==> src/rtl/logicap_pkg.sv <==
// rtl/logicap_pkg.sv - shared types and constants for the logic analyser capture path
package logicap_pkg;

    typedef enum logic [2:0] {
        ST_IDLE,
        ST_ARMED,
        ST_CAPTURE,
        ST_DRAIN,
        ST_DONE
    } state_t;

    localparam logic TRIG_LEVEL = 1'b0;
    localparam logic TRIG_EDGE  = 1'b1;

endpackage

==> src/rtl/axis_skid_out.sv <==
// rtl/axis_skid_out.sv - two-entry stream output buffer that drops instead of back-pressuring
module axis_skid_out #(
    parameter int dataw = 32
) (
    input  logic             clk,
    input  logic             reset,
    input  logic             flush,
    input  logic             push,
    input  logic [dataw-1:0] push_data,
    input  logic             push_last,
    output logic             drop,
    output logic [dataw-1:0] m_tdata,
    output logic             m_tvalid,
    output logic             m_tlast,
    input  logic             m_tready
);

    logic [dataw-1:0] out_data_q, out_data_d;
    logic             out_last_q, out_last_d;
    logic             out_valid_q, out_valid_d;
    logic [dataw-1:0] hold_data_q, hold_data_d;
    logic             hold_last_q, hold_last_d;
    logic             hold_valid_q, hold_valid_d;

    always_comb begin
        out_data_d   = out_data_q;
        out_last_d   = out_last_q;
        out_valid_d  = out_valid_q;
        hold_data_d  = hold_data_q;
        hold_last_d  = hold_last_q;
        hold_valid_d = hold_valid_q;
        drop         = 1'b0;

        if (out_valid_q && m_tready) begin
            out_valid_d = 1'b0;
        end

        if (flush) begin
            hold_valid_d = 1'b0;
        end else if (!out_valid_d && hold_valid_q) begin
            out_data_d   = hold_data_q;
            out_last_d   = hold_last_q;
            out_valid_d  = 1'b1;
            hold_valid_d = 1'b0;
        end

        // Occupancy is judged after the handshake has freed its entry.
        if (push) begin
            if (!out_valid_d) begin
                out_data_d  = push_data;
                out_last_d  = push_last;
                out_valid_d = 1'b1;
            end else if (!hold_valid_d) begin
                hold_data_d  = push_data;
                hold_last_d  = push_last;
                hold_valid_d = 1'b1;
            end else begin
                drop = 1'b1;
                if (push_last) begin
                    hold_data_d = push_data;
                    hold_last_d = 1'b1;
                end
            end
        end
    end

    always_ff @(posedge clk) begin
        if (reset) begin
            out_data_q   <= '0;
            out_last_q   <= 1'b0;
            out_valid_q  <= 1'b0;
            hold_data_q  <= '0;
            hold_last_q  <= 1'b0;
            hold_valid_q <= 1'b0;
        end else begin
            out_data_q   <= out_data_d;
            out_last_q   <= out_last_d;
            out_valid_q  <= out_valid_d;
            hold_data_q  <= hold_data_d;
            hold_last_q  <= hold_last_d;
            hold_valid_q <= hold_valid_d;
        end
    end

    assign m_tdata  = out_data_q;
    assign m_tvalid = out_valid_q;
    assign m_tlast  = out_last_q;

endmodule

==> src/rtl/logicap_capture.sv <==
// rtl/logicap_capture.sv - probe sampling, masked trigger and fixed-length window streaming
module logicap_capture
    import logicap_pkg::*;
#(
    parameter int dataw = 32,
    parameter int lenw  = 16,
    parameter int dropw = 16
) (
    input  logic             slave_clk,
    input  logic             reset,
    input  logic [dataw-1:0] probe,
    input  logic             sample_en,
    input  logic             arm,
    input  logic             abort,
    input  logic [lenw-1:0]  capture_len,
    input  logic [dataw-1:0] trig_mask,
    input  logic [dataw-1:0] trig_value,
    input  logic             trig_edge,
    output logic [dataw-1:0] m_tdata,
    output logic             m_tvalid,
    output logic             m_tlast,
    input  logic             m_tready,
    output logic             busy,
    output logic             triggered,
    output logic             done,
    output logic             overrun,
    output logic [dropw-1:0] drop_count
);

    state_t           state_q, state_d;
    logic [lenw-1:0]  len_q, len_d;
    logic [lenw-1:0]  count_q, count_d;
    logic             edge_q, edge_d;
    logic             prev_match_q, prev_match_d;
    logic             triggered_q, triggered_d;
    logic             done_q, done_d;
    logic             overrun_q, overrun_d;
    logic [dropw-1:0] drop_count_q, drop_count_d;

    logic             match;
    logic             trig;
    logic [lenw-1:0]  count_inc;
    logic             push, push_last, flush, drop;

    assign match     = ((probe ^ trig_value) & trig_mask) == '0;
    assign count_inc = count_q + 1'b1;

    always_comb begin
        state_d      = state_q;
        len_d        = len_q;
        count_d      = count_q;
        edge_d       = edge_q;
        prev_match_d = prev_match_q;
        triggered_d  = triggered_q;
        done_d       = done_q;
        overrun_d    = overrun_q;
        drop_count_d = drop_count_q;
        push         = 1'b0;
        push_last    = 1'b0;
        flush        = 1'b0;
        trig         = 1'b0;

        case (state_q)
            ST_IDLE, ST_DONE: begin
                if (arm && !abort && capture_len != '0) begin
                    len_d        = capture_len;
                    edge_d       = trig_edge;
                    count_d      = '0;
                    prev_match_d = 1'b1;
                    triggered_d  = 1'b0;
                    done_d       = 1'b0;
                    overrun_d    = 1'b0;
                    drop_count_d = '0;
                    state_d      = ST_ARMED;
                end
            end
            ST_ARMED: begin
                if (abort) begin
                    flush   = 1'b1;
                    state_d = ST_IDLE;
                end else if (sample_en) begin
                    // prev_match starts at 1 so a level already true at arm is not an edge.
                    trig         = (edge_q == TRIG_EDGE) ? (match && !prev_match_q) : match;
                    prev_match_d = match;
                    if (trig) begin
                        triggered_d = 1'b1;
                        count_d     = lenw'(1);
                        push        = 1'b1;
                        push_last   = (len_q == lenw'(1));
                        state_d     = (len_q == lenw'(1)) ? ST_DRAIN : ST_CAPTURE;
                    end
                end
            end
            ST_CAPTURE: begin
                if (abort) begin
                    flush   = 1'b1;
                    state_d = ST_IDLE;
                end else if (sample_en) begin
                    count_d   = count_inc;
                    push      = 1'b1;
                    push_last = (count_inc == len_q);
                    if (count_inc == len_q) begin
                        state_d = ST_DRAIN;
                    end
                end
            end
            ST_DRAIN: begin
                if (abort) begin
                    flush   = 1'b1;
                    state_d = ST_IDLE;
                end else if (m_tvalid && m_tready && m_tlast) begin
                    done_d  = 1'b1;
                    state_d = ST_DONE;
                end
            end
            default: begin
                state_d = ST_IDLE;
            end
        endcase

        if (drop) begin
            overrun_d = 1'b1;
            if (drop_count_q != '1) begin
                drop_count_d = drop_count_q + 1'b1;
            end
        end
    end

    always_ff @(posedge slave_clk) begin
        if (reset) begin
            state_q      <= ST_IDLE;
            len_q        <= '0;
            count_q      <= '0;
            edge_q       <= TRIG_LEVEL;
            prev_match_q <= 1'b1;
            triggered_q  <= 1'b0;
            done_q       <= 1'b0;
            overrun_q    <= 1'b0;
            drop_count_q <= '0;
        end else begin
            state_q      <= state_d;
            len_q        <= len_d;
            count_q      <= count_d;
            edge_q       <= edge_d;
            prev_match_q <= prev_match_d;
            triggered_q  <= triggered_d;
            done_q       <= done_d;
            overrun_q    <= overrun_d;
            drop_count_q <= drop_count_d;
        end
    end

    axis_skid_out #(
        .dataw(dataw)
    ) u_skid (
        .clk       (slave_clk),
        .reset     (reset),
        .flush     (flush),
        .push      (push),
        .push_data (probe),
        .push_last (push_last),
        .drop      (drop),
        .m_tdata   (m_tdata),
        .m_tvalid  (m_tvalid),
        .m_tlast   (m_tlast),
        .m_tready  (m_tready)
    );

    assign busy       = (state_q != ST_IDLE && state_q != ST_DONE) || m_tvalid;
    assign triggered  = triggered_q;
    assign done       = done_q;
    assign overrun    = overrun_q;
    assign drop_count = drop_count_q;

endmodule
==> config.mk <==
export PLATFORM = sky130hd
export DESIGN_NAME = logicap_capture
export DESIGN_NICKNAME = d
export VERILOG_FILES = /design/src/rtl/logicap_pkg.sv /design/src/rtl/axis_skid_out.sv /design/src/rtl/logicap_capture.sv
export SDC_FILE = /design/constraint.sdc
export NUM_CORES = 1
export LEC_CHECK = 0
export CORE_ASPECT_RATIO = 1.4
export CORE_MARGIN = 2
export CORE_UTILIZATION = 46
export DETAILED_ROUTE_END_ITERATION = 7
export PLACE_DENSITY = 0.78
export SYNTH_ARGS = -nofsm -noshare
export SYNTH_HDL_FRONTEND = slang
export SYNTH_SLANG_ARGS = --single-unit
==> constraint.sdc <==
create_clock -name slave_clk -period 2.4 [get_ports slave_clk]
set_input_delay 0.24 -clock slave_clk [delete_from_list [all_inputs] [get_ports slave_clk]]
set_output_delay 0.24 -clock slave_clk [all_outputs]
set_load 0.02 [all_outputs]
==> flow_summary.ini <==
[floorplanning]
die_w_um = 110.0
die_area_um2 = 16750
core_region_area_um2 = 15470
std_cell_rows = 54
start_util_pct = 46.72
ios = 173
die_y_um = 152.3

[setup_path]
critPathMostFrequentCell = buf_6
r2r_slack_ns = -0.19
worstPathArrival_ns = 2.87
startpoint_type = flip-flop
critical_path_class = reg2reg
worstPathRequired_ns = 2.68
rr_startpoint = count_q[0]
path_max_fanout = 5
ff2ff_path_depth = 11
crit_path_top_delay_cell = nor4b_4
critPathCaptureType = flip-flop
rr_endpoint = u_skid.hold_data_q[22]
crit_chain = buf_6 -> and4_4 -> buf_6 -> and2_4 -> nand3b_1 -> a211o_1 -> nor4b_4 -> buf_6 -> or2_4 -> buf_6 -> o311ai_4
max_stage_delay_ns = 0.39

[sta]
hold_viol = 0
fmax_mhz = 385.8
worst_slew_pin_slew_ns = 0.5097
slew_violations = 0
period_needed_ns = 2.592
slew_headroom_pct = 65.95
finalSetupTns_ns = -4.260
rsz0062_at_grt = yes
setup_viol = 34
final.setup.worst_slack_ns = -0.1923
clock_skew_ns = 0.01010
fin_crit_sh_pct = 108.0

[final_layout]
fin_util_pct = 72.34
areaGrowthSynthToFinish_pct = 54.81
stdcell_count = 1306
drive_gt1_share_pct = 22.43
nets = 1218
antenna_cells = 0

[clocking]
clock_latency_ns = 0.42
cts_tree = built
cts_sinks = 124
cts_buffers = 17
htreeDepth = 4
clock-root-buffer = clkbuf_16
cts_hold_buf = 0
clk_transition_reported_paths_ns = 0.06
cts_buffer_depth = 2

[power_and_ir_drop]
p_int_mw = 4.352
clkPwrFrac_pct = 51.7
p_leak_nw = 4.677
pwr-share-seq_pct = 37.1
power_frac_comb_pct = 11.3
ir_drop_mv = 0.3546
p_sw_share_pct = 23.43
p_sw_mw = 1.332
power.density_nw_per_um2 = 507.9

[routing]
postRouteAntennaNets = 0
routed_wl_um = 26530
drc = 0
via_per_inst = 6.227
first_pass_iters = 5
wl_per_cell_um = 20.32
num_vias = 8133
detailedRoute.firstIterationViolations = 613

[logic_synthesis]
synth_flop_cell = dfxtp_1
synth_edf_count = 0
netlist_instances = 835
netlist_area_um2 = 7229
synth_fp_nets = 956
yosysSeqAreaShare_pct = 34.34
ys_warn_count = 0
yosysUniqueCellTypes = 66
synth_async_sr_flop_share_pct = 0
syn-mean-instance-area_um2 = 8.658
synth-seq-cells = 124

[global_route]
grt_overflow = 0
antenna_found_initial = 0
grt_pass1_vias = 7904
grtUsageTotal_pct = 29.52
grt_max_degree = 84
grt_pass1_wl_um = 39470

[hold_path]
min-delay-start = reset
hp-class = in2reg
hold_depth = 2
holdPathEnd = u_skid.m_tdata[4]

[placement]
port_buffers = 172
dp_hpwl_um = 17110
dp.cells = 1257
dp_slack_ns = -0.5206
gp_congestion = 0.9164

[outcome]
failed_checks = setup timing
status = complete, but fails checks

[job]
drv_cap = 0
==> area by class of cell <==
| type | count | area, um2 |
|---|---|---|
| Clock buffer | 20 | 456.7 |
| Clock inverter | 12 | 209.0 |
| Fill cell | 1046 | 4280 |
| Inverter | 7 | 26.28 |
| Multi-Input combinational cell | 632 | 4800 |
| Sequential cell | 124 | 2495 |
| Tap cell | 196 | 245.2 |
| Timing Repair Buffer | 315 | 2960 |
==> how the worst max path moves through the flow <==
stage / startpoint / endpoint / slack, ns / depth (start not counted)
2_1_floorplan: drop_count[0] / drop_count[0] / 0.05 / 9
3_3_place_gp: probe[25] / drop_count[0] / -0.43 / 10
3_5_place_dp: probe[25] / drop_count[0] / -0.52 / 10
4_1_cts: count_q[1] / u_skid.hold_data_q[28] / -0.08 / 10
5_1_grt: count_q[0] / u_skid.hold_last_q / -0.23 / 11
6_report: count_q[0] / u_skid.hold_data_q[22] / -0.19 / 11
==> through the flow <==
stage	hold slack, ns	area (um2)	total power, mW
after floorplan	0.3839	7239	2.371
after global placement	0.4518	9957	2.750
after detailed placement	0.4638	9957	2.759
after CTS	0.3150	10860	5.650
after global routing	0.3387	11190	5.808
final	0.3316	11190	5.684
==> Yosys cell counts (all sizes together) (8+ instances only) <==
| library cell | n | area, um2 |
|---|---|---|
| nand2 | 57 | 214.0 |
| a31oi | 21 | 131.4 |
| dfxtp | 124 | 2482 |
| nand4 | 16 | 118.9 |
| or4 | 8 | 60.06 |
| nand3 | 23 | 127.6 |
| mux2i | 54 | 540.5 |
| nor3 | 42 | 215.2 |
| xnor2 | 17 | 148.9 |
| and3 | 42 | 262.8 |
| o311ai | 33 | 371.6 |
| a311oi | 10 | 87.58 |
| o21ai | 46 | 230.2 |
| a211oi | 33 | 252.7 |
| nor4 | 11 | 75.07 |
| a2bb2oi | 32 | 280.3 |
| a41oi | 9 | 78.83 |
| xor2 | 39 | 341.6 |
| buf | 17 | 102.6 |
| nor2 | 47 | 176.4 |
| clkbuf | 57 | 215.2 |
| a21oi | 13 | 65.06 |
| a22oi | 17 | 127.6 |
==> flip-flops by register name (all words and copies together), names as in the netlist <==
signal and cells:
u_skid.m_tdata 32, u_skid.m_tlast 1, done 1, count_q 16, u_skid.hold_last_q 1, u_skid.hold_data_q 32
overrun 1, triggered 1, u_skid.m_tvalid 1, drop_count 16, edge_q 1, prev_match_q 1
len_q 16, u_skid.hold_valid_q 1, state_q 3
==> cell families after synthesis <==
family                     after synthesis  share of synthesized area [%]
AOI/OAI and AO/OA                      237                          25.25
xor gates and xnor gates                56                          6.784
adders and majority gates                2                         0.3461
buffers and inverters                   81                          4.759
DFF                                    124                          34.34
muxes                                   57                          7.944
and+or+nand+nor                        278                          20.58
==> what timing repair did <==
action / 4_1_cts / 5_1_grt
pin swaps: 12 / 27
gates resized for setup: 38 / 58
gates cloned: 1 / 3
setup buffers: 6 / 8
endpoints found under the setup margin: 44 / 57
==> power groups by stage <==
stage,sequential (mW),clock [mW],combinational [mW]
finish,2.11,2.94,0.641
global route,2.11,3.02,0.675
CTS,2.11,2.92,0.623
detailed placement,2.15,0,0.607
global placement,2.15,0,0.599
floorplan,2.15,0,0.219
==> worst max-delay path: cells and delay by family, from the launching register on <==
kind            cells  cell delay (ns)
simple gates        5             1.09
buf+inv             4             0.57
compound gates      2             0.44
flops               1             0.36
==> metal layers <==
layer | global-route usage, % | wire length, um
met1 | 33.65 | 9764
met2 | 52.21 | 13980
met3 | 5.560 | 1701
met4 | 12.84 | 1082
met5 | 0 | 0
==> cells in the final DEF, fill, tap and decap left out, drive strengths merged, types with 3 or more instances in the layout <==
cell and instances:
o211ai 3, buf 143, a21oi 13, a22oi 17, and2 7, a41oi 9
or4 8, bufinv 5, o311ai 33, o21ai 46, inv 10, a22o 3
mux2 3, or2 4, and4 3, nand4 16, nor3 42, clkbuf 21
a211oi 33, nand2 57, nor4b 3, or3 5, nor2 47, nand2b 4
a31oi 22, clkdlybuf4s50 171, nor4 11, xor2 39, xnor2 17, dfxtp 124
a2bb2oi 32, nor2b 3, a311oi 10, and3 42, mux2i 54, nand3 23
Note: power is estimated with default switching activity, not from simulation.
